## src/rtl/noc_inject_queue.sv

```systemverilog
// rtl/noc_inject_queue.sv - screening FIFO between broadcast packet generator and router local port
// Drops illegal-destination packets, buffers legal ones first-word fall-through, sticky error flags.
module noc_inject_queue #(
  parameter int DEPTH  = 8,
  parameter int SELF_X = 0,
  parameter int SELF_Y = 0
) (
  input  logic                     clk,
  input  logic                     rst,
  input  logic [15:0]              i_sdata,
  input  logic                     i_svalid,
  output logic [15:0]              o_pdata,
  output logic                     o_pvalid,
  input  logic                     i_pready,
  output logic [$clog2(DEPTH):0]   o_count,
  output logic                     o_full,
  output logic                     o_empty,
  output logic                     o_overflow,
  output logic                     o_bad_dest,
  output logic [7:0]               o_drop_cnt,
  input  logic                     i_clear
);
  localparam int AW = $clog2(DEPTH);
  localparam int CW = AW + 1;
  localparam logic [1:0] SX = 2'(SELF_X);
  localparam logic [1:0] SY = 2'(SELF_Y);

  logic [15:0]   mem_q [DEPTH];
  logic [AW-1:0] wr_ptr_q, wr_ptr_d, rd_ptr_q, rd_ptr_d;
  logic [CW-1:0] count_q, count_d;
  logic          overflow_q, overflow_d;
  logic          bad_dest_q, bad_dest_d;
  logic [7:0]    drop_cnt_q, drop_cnt_d;
  logic          legal, push, pop, ovf_evt, bad_evt;
  logic [1:0]    dest_x, dest_y;

  always_comb begin
    dest_x = i_sdata[15:14];
    dest_y = i_sdata[13:12];
    legal  = (dest_x != 2'd3) && (dest_y != 2'd3) &&
             !((dest_x == SX) && (dest_y == SY)) &&
             (i_sdata[11:9] == 3'd0);
  end

  assign o_full   = (count_q == CW'(DEPTH));
  assign o_empty  = (count_q == '0);
  assign o_count  = count_q;
  assign o_pvalid = !o_empty;
  assign o_pdata  = o_pvalid ? mem_q[rd_ptr_q] : 16'd0;

  // A full FIFO still accepts a write when the head leaves in the same cycle
  assign pop     = o_pvalid && i_pready;
  assign push    = i_svalid && legal && (!o_full || pop);
  assign ovf_evt = i_svalid && legal && o_full && !pop;
  assign bad_evt = i_svalid && !legal;

  always_comb begin
    wr_ptr_d   = wr_ptr_q;
    rd_ptr_d   = rd_ptr_q;
    count_d    = count_q;
    overflow_d = overflow_q;
    bad_dest_d = bad_dest_q;
    drop_cnt_d = drop_cnt_q;
    if (push) wr_ptr_d = wr_ptr_q + 1'b1;
    if (pop)  rd_ptr_d = rd_ptr_q + 1'b1;
    if (push && !pop)      count_d = count_q + 1'b1;
    else if (pop && !push) count_d = count_q - 1'b1;
    // Clear takes priority over an event in the same cycle
    if (i_clear) begin
      overflow_d = 1'b0;
      bad_dest_d = 1'b0;
      drop_cnt_d = 8'd0;
    end else begin
      if (ovf_evt) overflow_d = 1'b1;
      if (bad_evt) bad_dest_d = 1'b1;
      if (ovf_evt && drop_cnt_q != 8'hFF) drop_cnt_d = drop_cnt_q + 8'd1;
    end
  end

  always_ff @(posedge clk) begin
    if (!rst) begin
      wr_ptr_q   <= '0;
      rd_ptr_q   <= '0;
      count_q    <= '0;
      overflow_q <= 1'b0;
      bad_dest_q <= 1'b0;
      drop_cnt_q <= 8'd0;
    end else begin
      wr_ptr_q   <= wr_ptr_d;
      rd_ptr_q   <= rd_ptr_d;
      count_q    <= count_d;
      overflow_q <= overflow_d;
      bad_dest_q <= bad_dest_d;
      drop_cnt_q <= drop_cnt_d;
    end
  end

  always_ff @(posedge clk) begin
    if (push) mem_q[wr_ptr_q] <= i_sdata;
  end

  assign o_overflow = overflow_q;
  assign o_bad_dest = bad_dest_q;
  assign o_drop_cnt = drop_cnt_q;
endmodule

```

## config.mk

```make
export PLATFORM = sky130hd
export DESIGN_NAME = noc_inject_queue
export DESIGN_NICKNAME = d
export VERILOG_FILES = /design/src/rtl/noc_inject_queue.sv
export SDC_FILE = /design/constraint.sdc
export NUM_CORES = 1
export LEC_CHECK = 0
export ABC_AREA = 1
export ABC_CLOCK_PERIOD_IN_PS = 3850
export CORE_UTILIZATION = 30
export DETAILED_ROUTE_END_ITERATION = 8
export SLEW_MARGIN = 20
export SYNTH_ARGS = -nofsm -noshare
export SYNTH_HDL_FRONTEND = slang
export SYNTH_SLANG_ARGS = --single-unit
```

## constraint.sdc

```tcl
create_clock -name clk -period 3.85 [get_ports clk]
set_input_delay 0.77 -clock clk [delete_from_list [all_inputs] [get_ports clk]]
set_output_delay 0.77 -clock clk [all_outputs]
set_load 0.03 [all_outputs]
```

## After elaboration in Yosys (flattened, before gate mapping)

Memories as Yosys holds them, arrays and structs flattened. A register that Yosys moved wholly into a read port is not among the register bits.
Index checks and enable logic that the tools add are counted.

| storage, ports and cells | value |
|---|---|
| flip-flop bits (word level) | 20 |
| memory bits (writable) | 128 |
| input bits | 21 |
| output and inout bits | 33 |
| logic and storage cells | 50 |
| memories kept | 1 |

Memories:

| name | words | width | rd ports | clocked after Yosys merged registers in | wr ports | line | source |
|---|---|---|---|---|---|---|---|
| mem_q | 8 | 16 | 1 | 1 | 1 | 28 | `logic [15:0] mem_q [DEPTH];` |

| operators by class | value |
|---|---|
| $add $sub $neg | 5 |
| eq/ne operators | 4 |
| mux-type cells | 7 |
| bitwise gates (word level) | 1 |
| reductions and logical operators | 26 |

Operators with widths:

| operator | count |
|---|---|
| $mux W16 | 1 |
| $logic_and A1 B1 Y1 | 13 |
| $add A8 B1 Y8 const B | 1 |
| $mux W4 | 2 |
| $ne A8 B8 Y1 const B | 1 |
| $add A3 B1 Y3 const B | 2 |
| $logic_not A1 Y1 | 6 |
| $mux W3 | 2 |
| $add A4 B1 Y4 const B | 1 |
| $eq A4 B4 Y1 const B | 1 |
| $logic_not A2 Y1 | 2 |
| $logic_not A4 Y1 | 1 |
| $ne A2 B2 Y1 const B | 2 |
| $sub A4 B1 Y4 const B | 1 |
| $logic_not A3 Y1 | 1 |
| $mux W1 | 2 |
| $reduce_bool A2 Y1 | 1 |
| $reduce_or A2 Y1 | 1 |
| $logic_or A1 B1 Y1 | 1 |
| $not A1 Y1 | 1 |

## Depth between registers and ports, before layout

| depth | value |
|---|---|
| word-level depth | 11 |
| depth in mapped cells | 15 |
| gate-level depth less buffers | 15 |

## Worst setup path after synthesis

No wires, ideal clock.

| timing | value |
|---|---|
| kind | input to register |
| start point | input i_sdata[10] |
| end point | memory mem_q[6][0] (enable) |
| library setup time | 409 ps |
| arrival | 2612 ps |
| setup slack | 828 ps |
| cell stages on the path | 7 |
| path buffers | 0 |
| path through | nor2_1 > nand2_1 > nor2_1 > nand3_1 > nor2_2 > nand2_1 > nor3_1 |

| on the way | value |
|---|---|
| longest elaborated chain between the ends | 6 |

RTL lines:

| what | line | source |
|---|---|---|
| start: declaration | 10 | `input logic [15:0] i_sdata,` |
| $logic_not A3 Y1 | 42 | `(i_sdata[11:9] == 3'd0);` |
| $logic_and A1 B1 Y1 | 41 | `!((dest_x == SX) && (dest_y == SY)) &&` |
| $logic_and A1 B1 Y1 (2 in a row) | 53 | `assign push = i_svalid && legal && (!o_full \|\| pop);` |
| via push | 34 | `logic legal, push, pop, ovf_evt, bad_evt;` |
| $mux W1 | 99 | `if (push) mem_q[wr_ptr_q] <= i_sdata;` |
| $mux W1 (not written as such) | 99 |  |
| end: declaration | 28 |  |

The timed path passes the listed nets, and every way through them passes these cells.

==> results.json <==
{
  "netlist_area_um2": 6140,
  "diodes": 0,
  "cts-resized-gates": 0,
  "cp_common_cell": "o21ai_0",
  "cts_hold_buf": 0,
  "critPathMaxFanout": 35,
  "ant_nets": 0,
  "synthFlopType": "edfxtp_1",
  "first_pass_iters": 5,
  "slowest_stage": "clkdlybuf4s50_1",
  "routed_via_density": 4.71,
  "hpwl_um": 8160,
  "ios": 54,
  "fmax_mhz": 295,
  "die_x_um": 145,
  "post-route-period-util_pct": 88.0,
  "first_iter_violations": 357,
  "die_h_um": 145,
  "cts_sinks": 151,
  "synth_async_sr_flop_share_pct": 0,
  "clkTransAtPathRegs_ps": 60,
  "crit_arrival_ps": 2620,
  "p_leak_nw": 2.60,
  "p_per_area_nw_per_um2": 713,
  "crit_type": "reg -> out",
  "place.gp.congestion": 0.788,
  "track_usage_pct": 13.2,
  "yosys.area.top_type": "edfxtp_1",
  "grt_overflow_total": 0,
  "dieArea_um2": 21000,
  "finClkSkew_ps": 8.05,
  "worstPathRequired_ps": 3080,
  "grt_pass1_vias": 4042,
  "layout.nets": 643,
  "fin_util_pct": 38.9,
  "fillers": 1882,
  "synthCells": 550,
  "yosys-top-cells-area": "edfxtp_1 (63%), nor2_1 (8.7%), dfxtp_1 (7.5%)",
  "final-hold-violation-count": 0,
  "drc_errors": 0,
  "start_util_pct": 31.0,
  "use_met2_pct": 22.8,
  "yosys.area.top_type_share_pct": 62.6,
  "finalMaxSlewViolations": 0,
  "globalRouteMet1Util_pct": 15.8,
  "ys_warn_count": 0,
  "finalSetupViolations": 0,
  "wl_per_cell_um": 15.0,
  "synth_edf_count": 128,
  "routed_wl_um": 13400,
  "antenna_found_initial": 0,
  "cts_buffers": 17,
  "rows": 51,
  "syn_avg_cell_area_um2": 11.2,
  "critPathCaptureType": "output pin",
  "area_delta_synth_final_pct": 25.2,
  "cap_viol_max_count": 0,
  "worst_pin_slew_ps": 755,
  "min_period_ps": 3390,
  "grt_pass1_wl_um": 21400,
  "grt-busiest-layer": "met2",
  "slew_headroom_pct": 49.6,
  "clockBufferDepth": 2,
  "crit_chain": "inv_2 > buf_4 > o21ai_0 > o21ai_1 > o21ai_0 > a31oi_1 > clkdlybuf4s50_1",
  "yosys.cell_types.count": 24,
  "rsz0062_at_grt": "false",
  "setup_tns_ps": 0,
  "outcome": "completed",
  "io_buffers": 53,
  "root_buffer": "clkbuf_16",
  "grt_max_degree": 47,
  "worstSetupStartpointType": "register",
  "synth_nets": 578,
  "vias": 4205,
  "post_cts_buffers": 0,
  "ir_drop_mv": 0.395,
  "yosys_register_bits": 151,
  "core_area_um2": 19800,
  "critical_path.max_stage_delay_ps": 690,
  "hold_path_class": "reg -> reg",
  "use_met3_pct": 3.40,
  "drive_gt1_share_pct": 9.87,
  "clkLatencyLatePin_ps": 410,
  "ys_seq_area_share_pct": 70.1,
  "cts_tree": "built",
  "htree_num_levels": 4
}
==> where the power goes <==
group	leakage (nW)	switching (mW)	total, mW	internal, mW
Sequential	1.34	0.0444	1.86	1.82
Clock	0.275	0.594	1.60	1.01
Combinational	0.990	1.24	2.02	0.784
==> final timing paths <==
path / slack (ps) / cells past startpoint / to / from
setup reg to reg: 1390 / 14 / o_count[3] / o_count[1]
setup / recovery: 460 / 7 / o_pdata[4] / register
hold reg to reg: 460 / 2 / rd_ptr_q[2] / rd_ptr_q[2]
hold / removal: 460 / 2 / rd_ptr_q[2] / rd_ptr_q[2]
==> cells in the final DEF, fill, tap and decap left out <==
| cell type | Yosys | routed |
|---|---|---|
| a21oi_1 | 11 | 11 |
| a31oi_1 | 16 | 16 |
| buf_12 | 0 | 6 |
| buf_4 | 0 | 17 |
| bufinv_16 | 0 | 3 |
| clkbuf_1 | 14 | 4 |
| clkbuf_16 | 0 | 17 |
| clkdlybuf4s50_1 | 0 | 47 |
| clkinv_1 | 0 | 4 |
| clkinv_2 | 0 | 2 |
| clkinv_4 | 0 | 1 |
| clkinvlp_4 | 0 | 1 |
| dfxtp_1 | 23 | 22 |
| dfxtp_2 | 0 | 1 |
| edfxtp_1 | 128 | 128 |
| fa_1 | 1 | 1 |
| ha_1 | 6 | 6 |
| inv_1 | 27 | 27 |
| inv_2 | 2 | 2 |
| nand2_1 | 33 | 33 |
| nand3_1 | 11 | 11 |
| nand3_2 | 1 | 1 |
| nand4_1 | 4 | 4 |
| nor2_1 | 143 | 143 |
| nor2_2 | 4 | 4 |
| nor3_1 | 7 | 1 |
| nor3_2 | 1 | 7 |
| nor3b_1 | 1 | 1 |
| o21ai_0 | 88 | 88 |
| o21ai_1 | 17 | 17 |
| xor2_1 | 2 | 2 |
==> critical path, delay by kind of cell, from the launching register on <==
| family | cells | cell delay (ps) |
|---|---|---|
| flops | 1 | 320 |
| buf+inv | 3 | 1380 |
| compound gates | 4 | 490 |
==> cell usage after synthesis, drive strengths merged (8+ instances only) <==
cell and count:
o21ai 105, nand2 33, dfxtp 23, buf 10, nand3 12, edfxtp 128, a31oi 16, inv 29
nor3 8, nor2 147, clkbuf 14, a21oi 11
==> through the flow <==
step / setup WS [ps] / total power [mW] / hold slack, ps / instance area, um^2 / cells
after floorplan: 828 / 3.07 / 433 / 6140 / 550
after global placement: 443 / 3.89 / 450 / 7120 / 861
after detailed placement: 317 / 3.93 / 458 / 7120 / 861
after CTS: 417 / 5.54 / 466 / 7690 / 893
after global routing: 241 / 5.78 / 490 / 7690 / 893
final: 462 / 5.48 / 463 / 7690 / 893
==> flip-flops by register name, indices dropped and copies added, names as in the netlist, named ones only <==
| register | count |
|---|---|
| o_bad_dest | 1 |
| o_drop_cnt | 8 |
| o_overflow | 1 |
| o_count | 4 |
| mem_q | 128 |
| wr_ptr_q | 3 |
| rd_ptr_q | 3 |
==> area by class of cell <==
| type | count | area, um^2 | area share [%] |
|---|---|---|---|
| timing repair buffer | 70 | 718 | 9.34 |
| inverter | 29 | 109 | 1.42 |
| tap | 265 | 332 | 4.31 |
| multi-input combinational | 346 | 1650 | 21.5 |
| clock buffer | 21 | 440 | 5.73 |
| sequential | 151 | 4310 | 56.0 |
| clock inverter | 11 | 131 | 1.71 |
==> per-layer routing <==
metal / up-vias / part of all wire [%]
met3: 17 / 4.5
met4: 0 / 1.4
li1: 2063 / -
met1: 2020 / 44
met2: 105 / 50
met5: - / 0
==> cell families (layout without fill, tap and decap cells) <==
logic type | after synthesis | in the layout | share of synthesized area, %
xor gates and xnor gates | 2 | 2 | 0.285
DFF | 151 | 151 | 70.1
buffers and inverters | 53 | 131 | 3.52
AOI/OAI and AO/OA | 132 | 132 | 11.1
adders and majority gates | 7 | 7 | 1.55
and+or+nand+nor | 205 | 205 | 13.5
No activity file was read; power rests on OpenSTA's default activity.
